### src/rtl/tetris_pkg.sv
// Shared sprite geometry, pixel-code and block-style definitions for the
// block-sprite ROM interface.
package tetris_pkg;

  localparam int CELL_PX       = 16;  // sprite / cell edge in pixels
  localparam int SPRITE_ROWS   = 16;  // ROM rows per style
  localparam int BPP           = 2;   // bits per pixel in a sprite row
  localparam int SPRITE_ROW_W  = CELL_PX * BPP;
  localparam int SPRITE_ADDR_W = 6;

  typedef logic [BPP-1:0] pix_code_t;

  typedef enum logic [1:0] {
    BLANK  = 2'd0,
    STYLE1 = 2'd1,
    STYLE2 = 2'd2,
    STYLE3 = 2'd3
  } block_style_t;

  // ROM address of one sprite row: styles are stacked SPRITE_ROWS apart.
  function automatic logic [SPRITE_ADDR_W-1:0] sprite_addr(block_style_t style,
                                                            logic [3:0]   row);
    return {style, row};
  endfunction

endpackage

### src/rtl/block_sprite_renderer_pixel_mux.sv
// Picks one 2-bit pixel code out of a 32-bit sprite row; column 0 is the
// most significant pair, so columns read left-to-right from the MSB.
module sprite_pixel_mux
  import tetris_pkg::*;
(
  input  logic [SPRITE_ROW_W-1:0] i_row,
  input  logic [3:0]              i_sub_x,
  output pix_code_t               o_code
);

  logic [4:0] w_lsb;

  // Low bit of the selected pair: column c sits at bits [31-2c : 30-2c].
  assign w_lsb  = 5'd30 - {i_sub_x, 1'b0};
  assign o_code = i_row[w_lsb +: 2];

endmodule

### src/rtl/block_sprite_renderer.sv
// Three-stage pixel pipeline: screen position -> board cell lookup ->
// sprite ROM row address -> 2-bit pixel code for the palette stage.
// Accepts one pixel per clock with a fixed latency of three cycles.
module block_sprite_renderer
  import tetris_pkg::*;
#(
  parameter int unsigned BOARD_X0    = 200,
  parameter int unsigned BOARD_Y0    = 80,
  parameter int unsigned BOARD_COLS  = 10,
  parameter int unsigned BOARD_ROWS  = 20,
  parameter pix_code_t   BORDER_CODE = 2'd0
) (
  input  logic        CLK,
  input  logic        RESET,
  input  logic [9:0]  PIX_X,
  input  logic [9:0]  PIX_Y,
  input  logic        PIX_VALID,
  output logic [3:0]  CELL_COL,
  output logic [4:0]  CELL_ROW,
  input  logic [1:0]  CELL_STYLE,
  output logic [5:0]  SPRITE_ADDR,
  input  logic [31:0] SPRITE_DATA,
  output logic [1:0]  PIXEL_CODE,
  output logic        PIXEL_VALID,
  output logic        IN_BOARD
);

  // Playfield bounds as 11-bit values so the right/bottom edge never wraps.
  localparam logic [10:0] X_LO = 11'(BOARD_X0);
  localparam logic [10:0] X_HI = 11'(BOARD_X0 + CELL_PX * BOARD_COLS);
  localparam logic [10:0] Y_LO = 11'(BOARD_Y0);
  localparam logic [10:0] Y_HI = 11'(BOARD_Y0 + CELL_PX * BOARD_ROWS);

  // Only the low bits of the board-relative position are consumed; the low
  // bits of a difference depend only on the low bits of its operands.
  logic [7:0] w_rel_x;
  logic [8:0] w_rel_y;
  logic       w_in_x;
  logic       w_in_y;
  pix_code_t  w_code;

  assign w_rel_x = PIX_X[7:0] - X_LO[7:0];
  assign w_rel_y = PIX_Y[8:0] - Y_LO[8:0];
  assign w_in_x  = ({1'b0, PIX_X} >= X_LO) && ({1'b0, PIX_X} < X_HI);
  assign w_in_y  = ({1'b0, PIX_Y} >= Y_LO) && ({1'b0, PIX_Y} < Y_HI);

  // Stage 1 registers
  logic [3:0] r_cell_col;
  logic [4:0] r_cell_row;
  logic [3:0] r_sub_x1;
  logic [3:0] r_sub_y1;
  logic       r_in1;
  logic       r_valid1;

  // Stage 2 registers
  logic [5:0] r_addr;
  logic [3:0] r_sub_x2;
  logic       r_in2;
  logic       r_valid2;

  // Stage 3 registers
  pix_code_t  r_code;
  logic       r_in3;
  logic       r_valid3;

  // Stage 1: split the board-relative position into cell index and offset.
  always_ff @(posedge CLK) begin
    // NOTE: non-blocking assignments so every stage samples the previous
    // stage's value from before this edge, giving a true shift pipeline.
    if (RESET) begin
      r_cell_col <= '0;
      r_cell_row <= '0;
      r_sub_x1   <= '0;
      r_sub_y1   <= '0;
      r_in1      <= 1'b0;
      r_valid1   <= 1'b0;
    end else begin
      r_cell_col <= w_rel_x[7:4];
      r_cell_row <= w_rel_y[8:4];
      r_sub_x1   <= w_rel_x[3:0];
      r_sub_y1   <= w_rel_y[3:0];
      r_in1      <= w_in_x && w_in_y;
      r_valid1   <= PIX_VALID;
    end
  end

  // Stage 2: combine the board store's cell style with the row inside the cell.
  always_ff @(posedge CLK) begin
    if (RESET) begin
      r_addr   <= '0;
      r_sub_x2 <= '0;
      r_in2    <= 1'b0;
      r_valid2 <= 1'b0;
    end else begin
      r_addr   <= sprite_addr(block_style_t'(CELL_STYLE), r_sub_y1);
      r_sub_x2 <= r_sub_x1;
      r_in2    <= r_in1;
      r_valid2 <= r_valid1;
    end
  end

  sprite_pixel_mux u_pixel_mux (
    .i_row   (SPRITE_DATA),
    .i_sub_x (r_sub_x2),
    .o_code  (w_code)
  );

  // Stage 3: pick the pixel code; blanking forces every output to zero.
  always_ff @(posedge CLK) begin
    if (RESET) begin
      r_code   <= '0;
      r_in3    <= 1'b0;
      r_valid3 <= 1'b0;
    end else begin
      if (!r_valid2) begin
        r_code <= '0;
      end else if (r_in2) begin
        r_code <= w_code;
      end else begin
        r_code <= BORDER_CODE;
      end
      r_in3    <= r_in2 && r_valid2;
      r_valid3 <= r_valid2;
    end
  end

  assign CELL_COL    = r_cell_col;
  assign CELL_ROW    = r_cell_row;
  assign SPRITE_ADDR = r_addr;
  assign PIXEL_CODE  = r_code;
  assign PIXEL_VALID = r_valid3;
  assign IN_BOARD    = r_in3;

endmodule
### config.mk
export PLATFORM = sky130hd
export DESIGN_NAME = block_sprite_renderer
export DESIGN_NICKNAME = d
export VERILOG_FILES = /design/src/rtl/tetris_pkg.sv /design/src/rtl/block_sprite_renderer_pixel_mux.sv /design/src/rtl/block_sprite_renderer.sv
export SDC_FILE = /design/constraint.sdc
export NUM_CORES = 1
export LEC_CHECK = 0
export CAP_MARGIN = 20
export CORE_MARGIN = 2
export CORE_UTILIZATION = 30
export DETAILED_ROUTE_END_ITERATION = 8
export PLACE_DENSITY_LB_ADDON = 0.1
export SLEW_MARGIN = 15
export SYNTH_ARGS = -nofsm -noshare
export SYNTH_HDL_FRONTEND = slang
export SYNTH_SLANG_ARGS = --single-unit
### constraint.sdc
create_clock -name CLK -period 2.92 [get_ports CLK]
set_input_delay 0.73 -clock CLK [delete_from_list [all_inputs] [get_ports CLK]]
set_output_delay 0.73 -clock CLK [all_outputs]
set_load 0.1 [all_outputs]
### Word level (Yosys, flattened, before mapping)

Cells that the tools add are included.

* add/sub/neg operators: 3
* order comparisons: 4
* shifts and indexed selects: 1
* bitwise operators: 2
* reductions and logical operators: 5

Operators with widths (count)
* indexed part select 32 x 6 -> 2 bit: 1
* < comparator 10 x 9 -> 1 bit, second input constant: 2
* >= comparator 10 x 7 -> 1 bit, second input constant: 1
* >= comparator 10 x 8 -> 1 bit, second input constant: 1
* subtractor 9 x 7 -> 9 bit, second input constant: 1
* subtractor 8 bit, second input constant: 1
* subtractor 5 bit, first input constant: 1
* logical AND 1 bit: 4
* OR reduction 3 bit: 1
* inverter 1 bit: 2

* register bits after elaboration: 35
* input port bits: 57
* output and inout port bits: 19

### Longest topological paths before layout

* depth in word-level cells: 3
* mapped depth: 6
* mapped depth without buffers: 6

### Hierarchy

A second synthesis with hierarchy kept.

* cell total of the unflattened synthesis: 124
* area total of the unflattened synthesis: 1388.8 sq um

By module, submodules not included
* block_sprite_renderer: instances 1, cells an instance 103, area an instance 1119.8 sq um, sequential area each 700.7 sq um
* sprite_pixel_mux: instances 1, cells an instance 21, area an instance 269.0 sq um, sequential area each 0.0 sq um

### Worst setup path before layout

Ideal clock, no wire load.

* path kind: in2reg
* from: input PIX_Y[5]
* to: register r_in1
* setup time: 0.116 ns
* arrival: 1.547 ns
* required time: 2.804 ns
* slack: 1.256 ns
* cell stages on the path: 6
* cells stage by stage: inv_1 > ha_1 > inv_1 > a21o_1 > a211o_1 > and4_1

* word-level cells in the longest chain between the ends: 3
* elaborated cells between the ends (all ways): 4
* those cells by class: order compare: 2; reduce/logical: 2

Ends and longest elaborated chain
* start: declaration: line block_sprite_renderer.sv:16 `input logic [9:0] PIX_Y,`
* >= comparator 10 x 7 -> 1 bit / < comparator 10 x 9 -> 1 bit (equally long branches): line block_sprite_renderer.sv:45 `assign w_in_y = ({1'b0, PIX_Y} >= Y_LO) && ({1'b0, PIX_Y} < Y_HI);`
* logical AND 1 bit (*): line block_sprite_renderer.sv:45
* logical AND 1 bit (*): line block_sprite_renderer.sv:82 `r_in1 <= w_in_x && w_in_y;`
* end signal: assignment: line block_sprite_renderer.sv:82
* end: declaration: line block_sprite_renderer.sv:52 `logic r_in1;`

Mark *: on every way between the ends. The rest lies on a longest branch, timed or not.
A chain may end at the register's enable or synchronous reset.

### Worst setup path after layout

* from: input PIX_Y[4]
* to: register r_in1

The elaborated chain is that of the path after synthesis.

==> flow_summary.json <==
{
  "cts_hold_buffers": 0,
  "drive_above_1_share_pct": 12.27,
  "power.total_mw": 1.103,
  "via_per_inst": 4.474,
  "met2_length_um": 1601,
  "maxCapViolations": 0,
  "fin_crit_sh_pct": 66.09,
  "relSlewSlack_pct": 41.21,
  "dr_total_vias": 1217,
  "critPathSlowestCell": "clkdlybuf4s50_1",
  "ant_nets": 0,
  "wl_per_cell_um": 11.98,
  "cts_tree": "built",
  "hold_viol_final": 0,
  "coreArea_mm2": 0.004444,
  "numClockSinks": 35,
  "synth_nets": 200,
  "cts_max_path_buffers": 2,
  "clockRootBuffer": "clkbuf_8",
  "crit_buf_inv": 3,
  "final_common_cell": "clkdlybuf4s50_1",
  "cpLargestDelayFamily": "buffers and inverters",
  "ys_warn_count": 0,
  "globalplace.congestion": 0.7936,
  "grt_max_degree": 21,
  "setup_viol": 0,
  "drt-total-wl_um": 3259,
  "syn_avg_cell_area_um2": 10.03,
  "worstSetupPathType": "input pin to register",
  "rows": 24,
  "ys_seq_elements": 35,
  "critical_path.startpoint_type": "input pin",
  "numPortBuffers": 75,
  "die_area_mm2": 0.005242,
  "tns_ns": 0,
  "cts.clk_slew.worst_paths_ns": 0.06,
  "maxUsedRoutingLayer": "met4",
  "synth_enable_flop_cells": 0,
  "h-tree-depth": 2,
  "leakage_nw": 0.9113,
  "final_cell_mix": "clkdlybuf4s50_1 (56), dfxtp_1 (35), nor2b_1 (23), buf_4 (21), mux2i_1 (16)",
  "gr-total-overflow": 0,
  "holdCritPathClass": "register to register",
  "grt_pass1_wl_um": 5244,
  "layout_min_cycle_time_ns": 1.930,
  "grt_use_total_pct": 12.81,
  "drtIter0Drc": 19,
  "grt_pass1_vias": 1262,
  "worstPathRequired_ns": 3.09,
  "synth_area_mm2": 0.001404,
  "crit_fanout": 4,
  "die_y_um": 72.41,
  "crit_top_cell": "inv_1",
  "synth_ff_type": "dfxtp_1",
  "synthToLayoutAreaGrowth_pct": 58.56,
  "start_util_pct": 31.59,
  "cp.arrival_ns": 2.10,
  "slowest_delay_ns": 0.46,
  "slew_viol_final": 0,
  "drc": 0,
  "power.density_mw_per_mm2": 495.5,
  "seq_area_frac_synth_pct": 49.91,
  "drt_pass1_iterations": 4,
  "wl_met3_um": 363,
  "post-cts-setup-buffers": 0,
  "clock_latency_ns": 0.27,
  "final_core_utilization_pct": 50.08,
  "worstMarginPinSlew_ns": 0.8807,
  "crit_chain": "clkdlybuf4s50_1, inv_1, ha_1, inv_1, a21o_1, a211o_1, and4_1",
  "numCtsBuffers": 5,
  "fin_skew_ns": 0.003856,
  "antenna_found_initial": 0,
  "ys_types": 26,
  "status": "finished clean",
  "hpwl_um": 2652,
  "fillers": 427,
  "n_antenna_cell": 0,
  "num_io_pins": 76,
  "rsz0062_at_grt": "false",
  "die_x_um": 72.41,
  "async_flop_share_pct": 0,
  "critPathCaptureType": "register",
  "drt-met1-wl_um": 1263,
  "synth_cells": 140,
  "vdd_ir_drop_max_uv": 258.4,
  "num-nets-final": 279,
  "max_clock_freq_ghz": 0.5182,
  "cts_resized": 0
}
cells in the mapped netlist, drive strengths merged (3+ instances only):
| cell | count | area [um2] |
|---|---|---|
| inv | 6 | 22.52 |
| nand3 | 8 | 40.04 |
| mux2i | 16 | 160.2 |
| o22ai | 3 | 18.77 |
| a22oi | 4 | 30.03 |
| clkbuf | 3 | 11.26 |
| ha | 3 | 37.54 |
| xor2 | 3 | 26.28 |
| nand2 | 6 | 22.52 |
| nor2b | 23 | 143.9 |
| xnor2 | 3 | 26.28 |
| dfxtp | 35 | 700.7 |
| nor2 | 11 | 41.29 |
area by class of cell:
cell class	count	area, um2	share of cell area (%)
Timing Repair Buffer	77	718.2	32.27
Tap cell	52	65.06	2.923
Clock buffer	7	76.32	3.429
Inverter	6	22.52	1.012
Sequential cell	35	700.7	31.48
Multi-Input combinational cell	94	638.1	28.67
Clock inverter	1	5.005	0.2248
worst register-to-register path, stage by stage (launching register included):
cell,delay (ns)
dfxtp_1,0.90
mux2i_1,0.21
a22oi_1,0.24
nand3_1,0.11
o22ai_1,0.17
cell families (layout without fill, tap and decap cells):
| kind of cell | after synthesis | in the layout | share of synthesized area, % |
|---|---|---|---|
| AOI/OAI and AO/OA | 14 | 14 | 6.774 |
| xor gates and xnor gates | 6 | 6 | 3.744 |
| adders and majority gates | 3 | 3 | 2.674 |
| buffers and inverters | 11 | 91 | 4.634 |
| DFF | 35 | 35 | 49.91 |
| muxes | 16 | 16 | 11.41 |
| and+or+nand+nor | 55 | 55 | 20.86 |
sequential cells by signal, indices dropped and copies added (netlist names), 2 cells and up:
signal and count:
r_sub_y1 4, r_sub_x1 4, SPRITE_ADDR 6, r_sub_x2 4, CELL_ROW 5, PIXEL_CODE 2
CELL_COL 4
power by group:
part	switching (mW)	leakage [nW]	internal (mW)
registers	0.0106	0.289	0.501
clock network	0.153	0.0422	0.167
logic	0.154	0.580	0.117
total	0.318	0.911	0.785
layer usage:
metal | up-vias | GRT usage, %
met2 | 59 | 24.46
li1 | 624 | -
met3 | 4 | 5.000
met1 | 530 | 12.70
met5 | - | 0
met4 | 0 | 3.704
path summary, 6_finish.rpt:
kind | from | to | slack, ns | cells past startpoint
setup / recovery | PIX_Y[4] | r_in1$_SDFF_PP0_ | 0.99 | 7
hold / removal | r_sub_y1[0]$_SDFF_PP0_ | SPRITE_ADDR[0]$_SDFF_PP0_ | 0.44 | 1
setup reg to reg | r_sub_x2[0]$_SDFF_PP0_ | PIXEL_CODE[1]$_SDFF_PP0_ | 1.21 | 4
hold reg to reg | r_sub_y1[0]$_SDFF_PP0_ | SPRITE_ADDR[0]$_SDFF_PP0_ | 0.44 | 1
metrics by stage:
step	setup slack [ns]	area, um2	std cells	hold WS [ns]
6_report	0.9901	2226	272	0.4366
5_1_grt	0.8851	2226	272	0.4641
4_1_cts	1.001	2226	272	0.4401
3_5_place_dp	0.7009	2145	264	0.4239
3_3_place_gp	0.7645	2145	264	0.4205
2_1_floorplan	1.256	1404	140	0.4138
(Power assumes the default switching activity.)
